`src/rtl/if_stage_pc.sv`:
```
// if_stage_pc: instruction-fetch stage.
// Owns the PC and issues one fetch at a time over a valid/ready request/response pair.
// Each fetched instruction goes to decode as {pc, inst} through a one-entry output slot.
// A branch/jump redirect (bj_ena/new_pc) flushes the slot and any fetch still in flight.
// Optional feature macro: IF_MISALIGN_CHK_EN.
//   Defined:   new_pc is used as given. The extra output if_misalign latches on a misaligned
//              redirect target and halts fetch until reset.
//   Undefined: new_pc[1:0] is forced to zero and fetch never halts.
module if_stage_pc #(
  parameter int              XLEN     = 64,
  parameter logic [XLEN-1:0] PC_START = 64'h8000_0000
) (
  input  logic            clk,
  input  logic            rst,
  input  logic            bj_ena,
  input  logic [XLEN-1:0] new_pc,
  output logic            if_req_valid,
  input  logic            if_req_ready,
  output logic [XLEN-1:0] if_req_addr,
  input  logic            if_rsp_valid,
  output logic            if_rsp_ready,
  input  logic [31:0]     if_rsp_data,
  output logic            id_valid,
  input  logic            id_ready,
  output logic [XLEN-1:0] id_pc,
  output logic [31:0]     id_inst
`ifdef IF_MISALIGN_CHK_EN
  ,
  output logic            if_misalign
`endif
);

  localparam logic S_REQ  = 1'b0;
  localparam logic S_WAIT = 1'b1;

  logic            state_reg;
  logic [XLEN-1:0] pc_reg;
  logic [XLEN-1:0] req_pc_reg;
  logic            drop_reg;
  logic            id_valid_reg;
  logic [XLEN-1:0] id_pc_reg;
  logic [31:0]     id_inst_reg;

  logic            halt;
  logic [XLEN-1:0] redirect_pc;
  logic            req_hs;
  logic            rsp_hs;
  logic            rsp_keep;

`ifdef IF_MISALIGN_CHK_EN
  logic misalign_reg;

  // Sticky misaligned-redirect flag; it stops all further fetches until reset.
  always_ff @(posedge clk or negedge rst) begin
    if (!rst) begin
      misalign_reg <= 1'b0;
    end else if (bj_ena && (new_pc[1:0] != 2'b00)) begin
      misalign_reg <= 1'b1;
    end
  end

  assign halt        = misalign_reg;
  assign if_misalign = misalign_reg;
  assign redirect_pc = new_pc;
`else
  assign halt        = 1'b0;
  assign redirect_pc = new_pc & ~XLEN'(3);
`endif

  // The request is gated by reset so that nothing is issued while rst is asserted.
  // It is also suppressed during a redirect, because the current pc is on the wrong path.
  assign if_req_valid = rst && (state_reg == S_REQ) && !bj_ena && !halt;
  assign if_req_addr  = pc_reg;
  assign if_rsp_ready = (state_reg == S_WAIT) &&
                        (drop_reg || bj_ena || !id_valid_reg || id_ready);

  assign req_hs   = if_req_valid && if_req_ready;
  assign rsp_hs   = if_rsp_valid && if_rsp_ready;
  // Only a response that is neither stale nor being redirected reaches decode.
  assign rsp_keep = rsp_hs && !drop_reg && !bj_ena;

  // Fetch FSM and the address of the outstanding request.
  always_ff @(posedge clk or negedge rst) begin
    if (!rst) begin
      state_reg  <= S_REQ;
      req_pc_reg <= '0;
    end else begin
      case (state_reg)
        S_REQ: begin
          if (req_hs) begin
            state_reg  <= S_WAIT;
            req_pc_reg <= pc_reg;
          end
        end
        default: begin
          if (rsp_hs) begin
            state_reg <= S_REQ;
          end
        end
      endcase
    end
  end

  // Stale-response marker.
  // It is set by a redirect while a response is still owed. It is cleared when that response drains.
  always_ff @(posedge clk or negedge rst) begin
    if (!rst) begin
      drop_reg <= 1'b0;
    end else if (bj_ena && (state_reg == S_WAIT) && !rsp_hs) begin
      drop_reg <= 1'b1;
    end else if (rsp_hs) begin
      drop_reg <= 1'b0;
    end
  end

  // PC update.
  // A redirect wins. Otherwise the PC advances only when a kept response returns.
  always_ff @(posedge clk or negedge rst) begin
    if (!rst) begin
      pc_reg <= PC_START;
    end else if (bj_ena) begin
      pc_reg <= redirect_pc;
    end else if (rsp_kep_guard(rsp_keep)) begin
      pc_reg <= req_pc_reg + XLEN'(4);
    end
  end

  function automatic logic rsp_kep_guard(input logic k);
    return k;
  endfunction

  // Output slot.
  // A redirect flushes it. A kept response refills it. Decode drains it.
  always_ff @(posedge clk or negedge rst) begin
    if (!rst) begin
      id_valid_reg <= 1'b0;
      id_pc_reg    <= '0;
      id_inst_reg  <= '0;
    end else if (bj_ena) begin
      id_valid_reg <= 1'b0;
    end else if (rsp_keep) begin
      id_valid_reg <= 1'b1;
      id_pc_reg    <= req_pc_reg;
      id_inst_reg  <= if_rsp_data;
    end else if (id_ready) begin
      id_valid_reg <= 1'b0;
    end
  end

  assign id_valid = id_valid_reg;
  assign id_pc    = id_pc_reg;
  assign id_inst  = id_inst_reg;

endmodule

```
`config.mk`:
```
export PLATFORM = sky130hd
export DESIGN_NAME = if_stage_pc
export DESIGN_NICKNAME = d
export VERILOG_FILES = /design/src/rtl/if_stage_pc.sv
export SDC_FILE = /design/constraint.sdc
export NUM_CORES = 1
export LEC_CHECK = 0
export CAP_MARGIN = 20
export CORE_ASPECT_RATIO = 1.25
export CORE_UTILIZATION = 53
export DETAILED_ROUTE_END_ITERATION = 8
export GPL_ROUTABILITY_DRIVEN = 0
export GPL_TIMING_DRIVEN = 0
export MAX_ROUTING_LAYER = met4
export PLACE_DENSITY_LB_ADDON = 0.2
export RECOVER_POWER = 100
export REMOVE_ABC_BUFFERS = 1
export SYNTH_ARGS = -nofsm -noshare
export SYNTH_HDL_FRONTEND = slang
export SYNTH_SLANG_ARGS = --single-unit
```
`constraint.sdc`:
```
create_clock -name clk -period 3.3 [get_ports clk]
set_input_delay 0.99 -clock clk [delete_from_list [all_inputs] [get_ports clk]]
set_output_delay 0.99 -clock clk [all_outputs]
set_load 0.1 [all_outputs]
```
After elaboration in Yosys (flattened, before gate mapping)
Index checks and enable logic that the tools add are counted.
{ "classes": {"n_addsub": 1, "n_mul": 0, "div_mod_pow": 0, "n_lt_le_gt_ge": 0, "eq_ne": 0, "n_shift": 0, "n_mux": 10, "bitwise_logic": 2, "n_reduce_logical": 21} }
{ "op_table": {"columns": ["cell", "n"], "rows": [
  ["64-bit 2-to-1 mux", 2],
  ["64-bit by 3-bit adder with 64-bit output, second input constant", 1],
  ["1-bit logical AND", 9],
  ["1-bit 2-to-1 mux", 8],
  ["1-bit zero test", 4],
  ["2-bit AND reduction", 2],
  ["2-bit nonzero test", 2],
  ["1-bit logical OR", 3],
  ["3-bit nonzero test", 1],
  ["1-bit NOT", 2]
]} }
{ "word_totals": {"register_bits": 227, "latch_bits": 0, "ramBits": 0, "romBits": 0, "input_bits": 102, "wordCells": 41, "mem_count": 0} }

Logic depth before layout (Yosys ltp)
{ "depth": {"word_depth": 9, "mapped_depth": 8} }

Worst setup path after synthesis
No wires, ideal clock.
{ "synth_path": {"path_type": "input-to-reg", "startpoint": "input port bj_ena", "endpoint": "register req_pc_reg[0]", "arrival_ns": 4.599, "required_time_ns": 3.174, "setup_slack_ns": -1.425, "stages": 5, "path_cell_list": "nor3b_1 > and2_1 > clkbuf_1 > clkbuf_1 > mux2_2"} }
{ "synth_between": {"elab_chain_len": 4} }
{ "synth_lines": {"columns": ["element", "line", "rtl"], "rows": [
  ["from (decl)", "15", "input logic bj_ena,"],
  ["1-bit zero test", "72", "assign if_req_valid = rst && (state_reg == S_REQ) && !bj_ena && !halt;"],
  ["1-bit logical AND", "72", null],
  ["1-bit logical AND", "77", "assign req_hs = if_req_valid && if_req_ready;"],
  ["2-bit AND reduction (no source line)", null, null],
  ["to (signal assigned)", "92", "req_pc_reg <= pc_reg;"],
  ["to (decl)", "38", "logic [XLEN-1:0] req_pc_reg;"]
]} }
No other way between the ends.
A chain may end at the register's enable or synchronous reset.

Worst setup path in the final report
{ "layout_path": {"startpoint": "register pc_reg[31] (netlist: if_req_addr[31])", "endpoint": "output port if_req_addr[31]"} }
{ "layout_lines": {"columns": ["element", "line", "rtl"], "rows": [
  ["from (decl)", "37", "logic [XLEN-1:0] pc_reg;"],
  ["from (signal assigned)", "122", "pc_reg <= redirect_pc;"],
  ["from (signal assigned)", "124", "pc_reg <= req_pc_reg + XLEN'(4);"],
  ["to (decl)", "19", "output logic [XLEN-1:0] if_req_addr,"]
]} }
No word-level cell between the ends.

==> impl_results.md <==
- Drt total wl: 26000 um
- # DRC: 0
- Hold-fix buffers at CTS: 0
- FP Rows: 56
- Mapped cell area: 0.0102 mm^2
- CTS Buffer Depth: 3
- Setup slack, reg-to-reg: 0.19 ns
- Ys Warns: 0
- Total gr overflow: 0
- CP Launch Point: if_req_addr[31]
- Post-route minimum period: 3.20 ns
- Crit path kind: flip-flop to output port
- DRT Pass-1 Iters: 5
- Layout cells sized above 1: 9.12%
- Buf/Inv on CP: 1
- Post-synthesis sequential area ratio: 55.8%
- Synth unique cells: 48
- Vias in the first global route: 8232
- Placement Cell Area: 0.0131 mm^2
- Fmax: 0.313 GHz
- Post-DR wirelength/cell: 16.9 um
- Final HPWL DP: 17300 um
- Status: finished with violations
- Antenna violations before repair: 0
- Max FO, Critical Path: 3
- Via density per instance: 5.39
- Final setup fails: 0
- Max Transition Viols Final: 75
- Startpoint types: flip-flop
- CP Capture Type: output port
- # H-tree levels: 1
- Top-level I/O count: 265
- Area grow syn2layout: 35.0%
- Hold slack: 0.369 ns
- Core ar.: 0.0188 mm^2
- Initial Utilization: 54.2%
- Syn Inst Count: 1052
- Crit path required time: 2.31 ns
- Failing checks: capacitance limit, slew limit
- Worst r2r src: req_pc_reg[6]
- Reg2Reg Depth: 6
- Clk root buf: clkbuf_16
- Synth Register Bits: 227
- Skew final: 0.00919 ns
- Die area: 0.0198 mm^2
- Die X: 126 um
- Post-CTS Setup Bufs: 0
- Synth Flop Type: dfrtp_1
- Initial DRC count: 334
- Crit Reg-Reg Endpoint: if_req_addr[59]
- GRT Util Overall: 27.1%
- Sink Count: 227
- RSZ-0062 raised after global routing: no
- CP Data Arrival Time: 2.21 ns
- Max_slew headroom: -19.1%
- Fin area: 0.0137 mm^2
- Measured slew at the worst slew-check pin: 1.79 ns
- Synth area leaders: dfrtp_1, nand2_1, mux2_2, xnor2_1, o21ai_0
- Post-Syn Area per Cell: 9.68 um^2
- Final #Nets: 1391
- DRT antenna net count: 0
- Period utilization: 96.9%
- Non-filler cells, final: 1537
- CP delay by family, top: buffers and inverters
- CTS buffer count: 24
- Final hold violations: 0
- IO Port Bufs: 262
- CTS tree: yes
- Worst min path class: input pin to async pin
- Slowest cell on crit path: clkdlybuf4s50_1
- Synth top area share: 55.6%
- Antenna Cells: 0
- Resized Gates After CTS: 14
- Largest net degree at the start of global routing: 105
- Synth async-reset ratio: 100%
- Max Cap Viol: 1
- Worst-path cell chain: clkdlybuf4s50_1
- Peak per-stage delay on the critical path: 1.16 ns
- Cells after DPL: 1494
- Chip height: 157 um
- Global-route wire length before repair: 41600 um
- Vias: 8286
- Setup_tns: 0 ns
- Latest clock arrival within the worst-skew pair: 0.50 ns
- Cell taking the most area after synthesis: dfrtp_1
- Clock-pin transition on the worst setup and hold timing paths: 0.06 ns
- EDFF count, synth: 0
placed cells by master, fill, tap and decap left out, drive strengths merged, types with 2 or more instances in the layout:
master	Yosys	final
or3b	2	2
nor2	33	33
clkdlybuf4s50	0	98
nand2	386	386
mux2i	10	10
clkinv	0	6
inv	9	9
mux2	55	55
dlygate4sd3	0	160
dfrtp	226	226
nand3	22	22
buf	7	10
a21oi	27	27
xor2	12	12
or3	2	2
nor3b	10	10
nor3	18	18
o31ai	2	2
and3	5	5
nand2b	2	2
or2	2	2
clkbuf	54	39
nor4	16	16
o21a	2	2
o221ai	25	25
o21ai	52	52
and4	2	2
xnor2	45	45
a21o	2	2
and2	2	2
nand4	13	13
cell type report:
cell class,instances,area (um^2)
fillers,1394,5040
flip-flops and latches,227,5680
repair buffers,271,2790
inverters,9,33.8
clock inverters,7,60.1
well taps,232,290
clock buffers,36,697
multi-input cells,755,4180
synth_stat cells, types with 2 or more instances:
| library cell | count |
|---|---|
| nor4_2 | 6 |
| a21oi_1 | 26 |
| nor3_1 | 13 |
| a21o_1 | 2 |
| buf_1 | 4 |
| o221ai_1 | 25 |
| nand2_1 | 386 |
| mux2_2 | 55 |
| nor3b_1 | 10 |
| nand3_2 | 5 |
| and3_1 | 5 |
| o21ai_0 | 52 |
| xnor2_1 | 45 |
| and2_1 | 2 |
| o21a_1 | 2 |
| nor4_4 | 2 |
| or2_2 | 2 |
| nand4_1 | 13 |
| nor3_2 | 5 |
| nor2_1 | 32 |
| dfrtp_1 | 226 |
| and4_1 | 2 |
| inv_1 | 9 |
| mux2i_1 | 10 |
| nand2b_1 | 2 |
| nand3_1 | 17 |
| o31ai_1 | 2 |
| clkbuf_1 | 53 |
| xor2_1 | 12 |
| or3_1 | 2 |
| nor4_1 | 8 |
cells by family after synthesis:
| family | count (synthesis) | share of synthesized area, % |
|---|---|---|
| fa+ha+maj | 1 | 0.123 |
| buf+inv | 70 | 2.72 |
| simple gates | 517 | 22.4 |
| xor+xnor | 57 | 4.90 |
| compound gates | 115 | 6.92 |
| mux | 65 | 7.07 |
| flops | 227 | 55.8 |
through the flow:
stage               worst slack [ns]  util [%]
floorplan                      -2.30         -
global placement               -9.68      68.4
detailed placement            -0.897      69.8
CTS                           0.0308      73.8
global route                  0.0136      73.2
finish                         0.102      73.2
worst max path at each step:
stage / slack (ns) / to / cells after the start
after floorplan: -2.30 / req_pc_reg[0] / 3
after global placement: -9.68 / req_pc_reg[58] / 4
after detailed placement: -0.90 / if_rsp_ready / 4
after CTS: 0.03 / if_req_valid / 4
after global routing: 0.01 / id_inst[9] / 10
final: 0.10 / if_req_addr[31] / 1
metal layers:
metal | share of wire [%] | track usage, % | wire [um] | vias to the layer above
met5 | 0 | - | 0 | -
li1 | - | - | - | 3994
met3 | 6.3 | 5.64 | 1650 | 44
met4 | 2.4 | 8.78 | 623 | 0
met1 | 42 | 33.2 | 11000 | 4001
met2 | 49 | 45.1 | 12700 | 247
Power is not shown: default switching activity piles up to over one toggle a cycle in this logic, so the estimate is an artifact.
